--- config.mk ---
export PLATFORM = sky130hd
export DESIGN_NAME = spi_write_master
export DESIGN_NICKNAME = d
export VERILOG_FILES = /design/src/rtl/spi_write_master.sv
export SDC_FILE = /design/constraint.sdc
export NUM_CORES = 1
export LEC_CHECK = 0
export CAP_MARGIN = 10
export CORE_UTILIZATION = 40
export DETAILED_ROUTE_END_ITERATION = 8
export SLEW_MARGIN = 0
export SYNTH_ARGS = -nofsm -noshare
export SYNTH_HDL_FRONTEND = slang
export SYNTH_SLANG_ARGS = --single-unit
--- constraint.sdc ---
create_clock -name clk -period 3.6 [get_ports clk]
set_input_delay 0.54 -clock clk [delete_from_list [all_inputs] [get_ports clk]]
set_output_delay 0.54 -clock clk [all_outputs]
set_load 0.05 [all_outputs]
--- src/rtl/spi_write_master.sv ---
// -----------------------------------------------------------------------------
// spi_write_master
//
// Write-only SPI master, mode 0 (sclk idles low). Each accepted request sends
// one frame while cs_n is low:
//   8 command bits (CMD, LSB first),
//   DATA_BITS payload bits (MSB first),
//   1 trailing copy pulse with mosi = 0.
// A setup period precedes the first pulse, a tail period follows the last one,
// and a gap period with cs_n high separates frames.
//
// Parameters:
//   DATA_BITS  payload bits per transfer (>= 1)
//   CLK_DIV    clk cycles per sclk half-period (>= 1)
//   CMD        command byte sent before every payload
//
// Ports:
//   clk        system clock, rising edge
//   rst_n      synchronous active-low reset
//   in_valid   transfer request
//   in_data    payload, captured only when the request is accepted
//   in_ready   request can be accepted this cycle (combinational)
//   sclk       SPI clock (registered)
//   mosi       SPI serial data out (registered)
//   cs_n       SPI chip select, active low (registered)
//   busy       frame or post-frame gap in progress (registered)
//   done       one-cycle pulse as cs_n returns high (registered)
// -----------------------------------------------------------------------------
module spi_write_master #(
    parameter int         DATA_BITS = 16,
    parameter int         CLK_DIV   = 4,
    parameter logic [7:0] CMD       = 8'b1001_0001
) (
    input  logic                 clk,
    input  logic                 rst_n,
    input  logic                 in_valid,
    input  logic [DATA_BITS-1:0] in_data,
    output logic                 in_ready,
    output logic                 sclk,
    output logic                 mosi,
    output logic                 cs_n,
    output logic                 busy,
    output logic                 done
);

    // Pulses per frame: command byte, payload, one copy pulse.
    localparam int N     = 8 + DATA_BITS + 1;
    localparam int CNT_W = $clog2(N + 1);
    localparam int DIV_W = (CLK_DIV > 1) ? $clog2(CLK_DIV) : 1;

    localparam logic [DIV_W-1:0] DIV_LAST   = DIV_W'(CLK_DIV - 1);
    localparam logic [CNT_W-1:0] CMD_BITS   = CNT_W'(8);
    localparam logic [CNT_W-1:0] PAY_END    = CNT_W'(8 + DATA_BITS);
    localparam logic [CNT_W-1:0] LAST_PULSE = CNT_W'(N - 1);

    typedef enum logic [2:0] {
        IDLE  = 3'd0,
        SETUP = 3'd1,
        SHIFT = 3'd2,
        TAIL  = 3'd3,
        GAP   = 3'd4
    } state_t;

    state_t               state;
    logic [DIV_W-1:0]     div_cnt;   // cycles spent in the current half-period
    logic [CNT_W-1:0]     bit_cnt;   // sclk pulses completed in this frame
    logic [DATA_BITS-1:0] shreg;     // payload, MSB is the next payload bit

    logic                 div_last;
    logic [CNT_W-1:0]     bit_nxt;
    logic [DATA_BITS-1:0] shreg_nxt;
    logic                 next_bit;

    assign in_ready = (state == IDLE) && rst_n;

    // Bit to present on mosi after the falling edge that completes pulse
    // bit_cnt+1. The payload register only advances once a payload bit has
    // actually been sent, so the first payload bit is its unshifted MSB.
    always_comb begin
        // NOTE: every variable gets a default before any condition, so no
        // path through this block leaves one unassigned and infers a latch.
        div_last  = (div_cnt == DIV_LAST);
        bit_nxt   = bit_cnt + CNT_W'(1);
        shreg_nxt = (bit_cnt >= CMD_BITS) ? (shreg << 1) : shreg;
        next_bit  = 1'b0;
        if (bit_nxt < CMD_BITS) begin
            next_bit = CMD[bit_nxt[2:0]];
        end else if (bit_nxt < PAY_END) begin
            next_bit = shreg_nxt[DATA_BITS-1];
        end
    end

    always_ff @(posedge clk) begin
        // NOTE: state and outputs use non-blocking assignments so every
        // register samples pre-edge values, independent of statement order.
        if (!rst_n) begin
            state   <= IDLE;
            sclk    <= 1'b0;
            mosi    <= 1'b0;
            cs_n    <= 1'b1;
            busy    <= 1'b0;
            done    <= 1'b0;
            shreg   <= '0;
            div_cnt <= '0;
            bit_cnt <= '0;
        end else begin
            done <= 1'b0;
            case (state)
                IDLE: begin
                    sclk    <= 1'b0;
                    mosi    <= 1'b0;
                    cs_n    <= 1'b1;
                    busy    <= 1'b0;
                    div_cnt <= '0;
                    bit_cnt <= '0;
                    if (in_valid && in_ready) begin
                        state <= SETUP;
                        shreg <= in_data;
                        cs_n  <= 1'b0;
                        busy  <= 1'b1;
                        mosi  <= CMD[0];
                    end
                end

                SETUP: begin
                    if (div_last) begin
                        state   <= SHIFT;
                        div_cnt <= '0;
                    end else begin
                        div_cnt <= div_cnt + DIV_W'(1);
                    end
                end

                // sclk alternates CLK_DIV cycles low / CLK_DIV cycles high.
                // mosi only moves together with the falling edge.
                SHIFT: begin
                    if (!div_last) begin
                        div_cnt <= div_cnt + DIV_W'(1);
                    end else begin
                        div_cnt <= '0;
                        if (!sclk) begin
                            sclk <= 1'b1;
                        end else begin
                            sclk    <= 1'b0;
                            bit_cnt <= bit_nxt;
                            shreg   <= shreg_nxt;
                            mosi    <= next_bit;
                            if (bit_cnt == LAST_PULSE) begin
                                state <= TAIL;
                            end
                        end
                    end
                end

                TAIL: begin
                    sclk <= 1'b0;
                    mosi <= 1'b0;
                    if (div_last) begin
                        state   <= GAP;
                        cs_n    <= 1'b1;
                        done    <= 1'b1;
                        div_cnt <= '0;
                    end else begin
                        div_cnt <= div_cnt + DIV_W'(1);
                    end
                end

                GAP: begin
                    if (div_last) begin
                        state   <= IDLE;
                        busy    <= 1'b0;
                        div_cnt <= '0;
                    end else begin
                        div_cnt <= div_cnt + DIV_W'(1);
                    end
                end

                // Unused encodings recover to IDLE with reset-value outputs.
                default: begin
                    state   <= IDLE;
                    sclk    <= 1'b0;
                    mosi    <= 1'b0;
                    cs_n    <= 1'b1;
                    busy    <= 1'b0;
                    shreg   <= '0;
                    div_cnt <= '0;
                    bit_cnt <= '0;
                end
            endcase
        end
    end

endmodule

Word level (Yosys, flattened, before mapping)

Memories as Yosys holds them, arrays and structs flattened.
Cells that the tools add are included.

Multiply operators: 0
Div/mod/pow operators: 0
Reduce and logical (&&, ||, !) cells: 18
Add/subtract/negate cells: 2
Multiplexer cells: 32
Magnitude comparators: 4
Shift-type cells: 0
Bitwise logic cells: 6
Equal/unequal tests: 14

Operator list:

| operator                                                                            | count |
|---|---|
| 16-bit two-way mux                                                                  | 4 |
| 16-bit one-hot mux with 3 select lines                                              | 1 |
| 3-bit two-way mux                                                                   | 7 |
| 3-bit one-hot mux with 5 select lines                                               | 1 |
| 2-bit != test, second input constant                                                | 7 |
| 1-bit two-way mux                                                                   | 12 |
| 3-bit OR reduction                                                                  | 4 |
| 5-bit two-way mux                                                                   | 2 |
| 5-bit one-hot mux with 2 select lines                                               | 1 |
| 1-bit one-hot mux with 3 select lines                                               | 3 |
| 2-bit AND reduction                                                                 | 4 |
| 7-bit AND reduction                                                                 | 1 |
| 3-bit by 2-bit == test with 1-bit output, second input constant                     | 2 |
| 1-bit inverter                                                                      | 6 |
| 3-bit AND reduction                                                                 | 2 |
| 5-bit by 1-bit adder with 5-bit output, second input constant                       | 1 |
| 5-bit == test, second input constant                                                | 1 |
| 5-bit by 4-bit greater-or-equal comparator with 1-bit output, second input constant | 1 |
| 5-bit by 4-bit less-than comparator with 1-bit output, second input constant        | 1 |
| 5-bit less-than comparator, second input constant                                   | 1 |
| 5-bit AND reduction                                                                 | 1 |
| 3-bit by 4-bit less-than comparator with 1-bit output, second input constant        | 1 |
| 4-bit AND reduction                                                                 | 1 |
| 4-bit OR reduction                                                                  | 1 |
| 9 further kinds                                                                     | 10 |

Word-level logic and storage cells: 87
ROM bits: 8
Latch bits: 0
Output and inout port bits: 6
RAM bits: 0
Register bits after elaboration: 31
Memories kept: 1

Memory list:

| name             | depth | width | read ports | clocked after memory_dff | wr ports | RTL line | text |
|---|---|---|---|---|---|---|---|
| (name not given) | 8     | 1     | 1          | 0                        | 0        | 87       | `next_bit = CMD[bit_nxt[2:0]];` |

Longest topological paths before layout

Gate-level depths: netlist of the first run.

Word-level depth: 7
Depth in mapped cells: 7
Mapped depth without buffers: 6

Worst setup path before layout of the first run

No wires, ideal clock.

Path kind: input to output
Start point: in rst_n
End point: out in_ready
Arrival: 1938 ps
Setup slack: 1122 ps
Data required time: 3060 ps
Stages: 3
Cells stage by stage: buf_2 > nand2b_1 > nor3_1

Longest elaborated chain between the ends: 1

Ends and longest elaborated chain:

| what               | RTL line | text |
|---|---|---|
| start: declaration | 35       | `input logic rst_n,` |
| 1-bit logical AND  | 74       | `assign in_ready = (state == IDLE) && rst_n;` |
| end: declaration   | 38       | `output logic in_ready,` |

Every way passes these cells.

Worst setup path after layout of the first run

Same ends and word-level chain as after synthesis.

==> results.yml, run 1 <==
logic_synthesis:
  ys_seq_elements: 31
  post_synth_num_cell_types: 56
  synth_area_leader_cell: "sky130_fd_sc_hd__dfxtp_1"
  syn-instance-count: 227
  synthArstFlopShare: 0
  syn_nets: 249
  seq_area_frac_synth: 0.315
  yosysWarningCount: 0
  number_of_synthesized_flops_with_an_enable_pin: 0
  avgSynthCellArea_um2: 8.69
  post_synth_most_frequent_cells: "sky130_fd_sc_hd__nand2_1, sky130_fd_sc_hd__dfxtp_1, sky130_fd_sc_hd__mux2i_1"
  synth.most_common_cell: "sky130_fd_sc_hd__nand2_1"
  netlist.area_leader.share: 0.315
  yosys_most_used_dff: "sky130_fd_sc_hd__dfxtp_1"
  synth.top_cells.by_area: "sky130_fd_sc_hd__dfxtp_1, sky130_fd_sc_hd__mux2i_1, sky130_fd_sc_hd__nand2_1"
  syn_area_mm2: 0.00197
global_route:
  grt_start_max_net_pins: 28
  grt_pass1_wl_um: 6920
  first_global_vias: 1436
  global_route.usage.total: 0.170
  gr-total-overflow: 0
  grt_antenna_before_repair: 0
layout:
  antenna_cells_inserted: 0
  final_layout_size_suffix_gt1_frac: 0.153
  nets: 263
  area_delta_synth_final_pct: 16.9
clock_tree:
  h-tree-depth: 2
  clock_path_buffers: 2
  postCtsHoldBufs: 0
  clk-insertion-delay-late_ns: 0.28
  cts_tree: "done"
  cts_inserted_buffers: 5
  tritoncts_num_sinks: 31
  clock_tree.root_cell: "sky130_fd_sc_hd__clkbuf_8"
  cts.repair_timing.setup_buffer_count: 0
  worst_setup_hold_path_clk_slew_ns: 0.07
  cts_resized: 0
critical_path:
  critPathMaxFanout: 27
  crit_arrival_ns: 2.05
  r2r_setup_slack_ns: 1.58
  path_class: "in -> out"
  critical_path_required_ns: 3.06
  timing.critical_path.to_type: "output pin"
  startpoint_type: "input port"
die:
  ioPinCount: 25
  die-height_um: 72.2
  die_area_mm2: 0.00521
  floorplan.die.width_um: 72.2
  core_area_mm2: 0.00472
  initial_core_util: 0.417
  num_rows: 25
detailed_routing:
  wl_per_cell_um: 13.5
  total_length_of_routed_wires_um: 4160
  drt_iter0_markers: 95
  drt.antenna.violating_nets: 0
  via_count: 1618
  detail_route.vias_per_cell: 5.24
  drt_drc: 0
  detailedRoute.firstPassIterationCount: 4
sta:
  fin_tns_setup_ns: 0
  worst_slack_ns: 1.01
  finalClockSkew_ns: 0.00579
  final_cycle_utilization_of_the_critical_path: 0.720
  max-slew-margin-rel: 0.484
  report.final.hold_viol_count: 0
  post-route-min-period_ns: 2.59
  unrepaired_setup_endpoints_after_global_routing: "no"
  max_freq_mhz: 386
  worst-slew-pin-transition_ns: 0.773
  report.final.slew_viol_count: 0
  setup-violations-final: 0
job:
  maxCapViolations: 0
min_path:
  hp-class: "reg -> reg"
power_and_ir_drop:
  largest_vdd_supply_drop_uv: 244
  power_density_over_the_cells_mw_per_mm2: 361
  power.static_leakage_uw: 0.000869
placed_design:
  globalplace.congestion: 0.845
  place.port_buffers: 24
  pre_cts_ws_ns: 1.01
  place.detailed.hpwl_um: 2810
status:
  outcome: "complete, no violations"
==> per-stage QoR <==
| step | util | power [uW] | instances | instance area [um^2] | hold WS [ns] |
|---|---|---|---|---|---|
| global route | 0.488 | 864 | 309 | 2300 | 0.448 |
| CTS | 0.488 | 841 | 309 | 2300 | 0.434 |
| detailed placement | 0.464 | 497 | 301 | 2190 | 0.421 |
| floorplan | - | 459 | 227 | 1970 | 0.408 |
| finish | 0.488 | 832 | 309 | 2300 | 0.432 |
| global placement | 0.464 | 497 | 301 | 2190 | 0.421 |
==> worst max-delay path, stage by stage <==
cell	delay, ns
sky130_fd_sc_hd__clkdlybuf4s50_1	0.45
sky130_fd_sc_hd__buf_4	0.28
sky130_fd_sc_hd__nand2b_1	0.20
sky130_fd_sc_hd__nor3_1	0.38
sky130_fd_sc_hd__buf_12	0.20
==> logic make-up (layout without fill, tap and decap cells) <==
logic type | after synthesis | count (layout) | synth area share
fa+ha+maj | 3 | 3 | 0.0190
mux | 32 | 32 | 0.171
flops | 31 | 31 | 0.315
buf+inv | 27 | 42 | 0.0806
xor+xnor | 4 | 4 | 0.0178
compound gates | 44 | 44 | 0.178
simple gates | 86 | 86 | 0.219
==> layout make-up <==
type | count | area, um^2
inverter | 8 | 30.0
timing repair buffer | 26 | 265
tap | 67 | 83.8
clock inverter | 3 | 43.8
sequential | 31 | 621
fill | 476 | 2420
clock buffer | 5 | 68.8
multi-input combinational | 169 | 1190
==> registers in the layout (all words and copies together), names as in the netlist <==
name	cells
shreg	16
bit_cnt	5
state	3
div_cnt	2
busy	1
cs_n	1
done	1
mosi	1
sclk	1
==> routing by layer <==
layer / wire length (um) / vias to the layer above / global-route usage
li1: - / 837 / -
met1: 2160 / 741 / 0.253
met2: 1790 / 35 / 0.237
met3: 159 / 5 / 0.0417
met4: 56 / 0 / 0.0588
met5: 0 / - / 0
==> path summary, 6_finish.rpt <==
check,startpoint,endpoint,cells past startpoint
worst max-delay path,rst_n,in_ready,5
worst min-delay path,div_cnt[0],div_cnt[0],1
worst min register to register,div_cnt[0],div_cnt[0],1
worst max register to register,bit_cnt[0],mosi,6
==> where the power goes <==
group	total (uW)	internal, uW	leakage (uW)	switching (uW)
registers	373	360	0.000253	13.2
logic	116	58.3	0.000559	57.3
clock network	343	206	0.0000581	137
total	832	624	0.000869	208
==> cell usage in the layout, fill, tap and decap left out, drive strengths merged, types with 3 or more instances in the layout <==
cell / netlist / routed
nor3: 5 / 5
a21oi: 9 / 9
o22ai: 3 / 3
nor2: 13 / 13
nor4b: 4 / 4
clkdlybuf4s50: 0 / 23
o21ai: 11 / 11
inv: 8 / 8
mux2i: 19 / 19
mux2: 13 / 13
nand2: 41 / 41
dfxtp: 31 / 31
buf: 16 / 3
ha: 3 / 3
nand3: 8 / 8
clkbuf: 3 / 5
nor3b: 3 / 3
xnor2: 3 / 3
Note: power is estimated with default switching activity, not from simulation.
==> run 2: changes to the inputs <==
clock period = 2.1 ns   (was 3.6 ns; I/O delays follow)
==> results.yml, run 2 (synthesis results as in run 1) <==
critical_path:
  r2r_setup_slack_ns: 0.29
  endpoint_of_the_worst_register_to_register_path: "mosi"
  crit_buf_inv: 1
  critPathMaxFanout: 9
  crit_arrival_ns: 1.69
  critical_path_required_ns: 1.78
  worst_reg2reg_path_length_in_cells: 6
  critical-path-slowest-cell: "sky130_fd_sc_hd__clkdlybuf4s50_1"
  timing.critical_path.to_type: "output pin"
  crit_family: "buffers and inverters"
  critical_path.max_stage_delay_ns: 0.87
  path_class: "reg -> out"
  crit-reg2reg-launch: "bit_cnt[1]"
  startpoint_type: "flop"
  path_cells: "clkdlybuf4s50_1"
layout:
  area_delta_synth_final_pct: 20.6
  antenna_cells_inserted: 0
  leading_registers_by_flop_count: "shreg x16, bit_cnt x5, state x3"
  largest_register: "shreg"
  mostFrequentLayoutCell: "sky130_fd_sc_hd__nand2_1"
  nets: 272
  finish.instance_area_mm2: 0.00238
  largest_register_ffs: 16
  final_layout_size_suffix_gt1_frac: 0.187
  layout_common_cells: "sky130_fd_sc_hd__nand2_1, sky130_fd_sc_hd__dfxtp_1, sky130_fd_sc_hd__clkdlybuf4s50_1"
  finalNonFillerCells: 318
job:
  maxCapViolations: 0
die:
  num_rows: 25
  initial_core_util: 0.417
  floorplan.die.width_um: 72.2
  ioPinCount: 25
  die_area_mm2: 0.00521
  die-height_um: 72.2
  core_area_mm2: 0.00472
placed_design:
  place.detailed.hpwl_um: 3020
  globalplace.congestion: 0.894
  pre_cts_ws_ns: 0.312
  place_area_mm2: 0.00226
  place.port_buffers: 24
  placed_cells: 310
detailed_routing:
  detailedRoute.firstPassIterationCount: 4
  via_count: 1677
  drt.antenna.violating_nets: 0
  detail_route.vias_per_cell: 5.27
  total_length_of_routed_wires_um: 4220
  wl_per_cell_um: 13.3
  drt_drc: 0
  drt_iter0_markers: 121
sta:
  setup-violations-final: 0
  worst_slack_ns: 0.0970
  fin_tns_setup_ns: 0
  worst-slew-pin-transition_ns: 0.637
  report.final.hold_viol_count: 0
  report.final.slew_viol_count: 0
  max-slew-margin-rel: 0.574
  max_freq_mhz: 499
  finalClockSkew_ns: 0.00743
  unrepaired_setup_endpoints_after_global_routing: "no"
  final_cycle_utilization_of_the_critical_path: 0.954
  post-route-min-period_ns: 2.00
clock_tree:
  clock_tree.root_cell: "sky130_fd_sc_hd__clkbuf_8"
  clock_path_buffers: 2
  cts_inserted_buffers: 5
  cts_tree: "done"
  cts.repair_timing.setup_buffer_count: 0
  h-tree-depth: 2
  worst_setup_hold_path_clk_slew_ns: 0.07
  tritoncts_num_sinks: 31
  cts_resized: 0
  postCtsHoldBufs: 0
  clk-insertion-delay-late_ns: 0.28
global_route:
  grt_start_max_net_pins: 20
  grt_antenna_before_repair: 0
  global_route.usage.total: 0.179
  grt_pass1_wl_um: 7380
  gr-total-overflow: 0
  first_global_vias: 1554
status:
  outcome: "complete, no violations"
min_path:
  min_to: "div_cnt[0]"
  whs_path_depth: 1
  hp-class: "reg -> reg"
  hp-start: "div_cnt[0]"
power_and_ir_drop:
  pnr_total_power_uw: 1430
  power.static_leakage_uw: 0.000919
  largest_vdd_supply_drop_uv: 558
  power_density_over_the_cells_mw_per_mm2: 602
[run 2: changes by cell type in the layout (fill, tap and decap cells not counted)]
cell	delta
sky130_fd_sc_hd__nor3_1	-1
sky130_fd_sc_hd__buf_4	+9
sky130_fd_sc_hd__nor3_2	+1
[run 2: worst max-delay path by stage]
stage / startpoint / to / cells past startpoint
floorplan: bit_cnt[0] / mosi / 7
finish: sclk / sclk / 1
detailed placement: bit_cnt[1] / mosi / 6
global placement: bit_cnt[1] / mosi / 6
global route: sclk / sclk / 1
CTS: sclk / sclk / 1
[run 2: per-layer routing]
layer | up-vias | routed length [um] | share of wire | GRT usage
met2 | 25 | 1930 | 0.46 | 0.271
met5 | - | 0 | 0 | 0
met4 | 0 | 40 | 0.0095 | 0.0610
li1 | 865 | - | - | -
met3 | 5 | 139 | 0.033 | 0.0403
met1 | 782 | 2110 | 0.50 | 0.250
[run 2: final cells by class]
class / instances / area (um^2)
multi-input cells: 169 / 1200
clock buffers: 5 / 68.8
repair buffers: 35 / 333
fillers: 455 / 2350
well taps: 67 / 83.8
clock inverters: 3 / 43.8
inverters: 8 / 30.0
flip-flops and latches: 31 / 621
[run 2: stage by stage]
| step | hold slack [ns] | util |
|---|---|---|
| 6_report | 0.448 | 0.503 |
| 5_1_grt | 0.472 | 0.503 |
| 4_1_cts | 0.440 | 0.503 |
| 3_5_place_dp | 0.430 | 0.479 |
| 3_3_place_gp | 0.425 | 0.479 |
| 2_1_floorplan | 0.408 | - |
[run 2: report_power, final]
part | switching (uW) | internal (uW) | leakage (uW) | total, uW
combinational | 99.5 | 104 | 0.000608 | 204
sequential | 24.1 | 617 | 0.000253 | 641
clock | 233 | 353 | 0.0000581 | 586
total | 357 | 1070 | 0.000919 | 1430
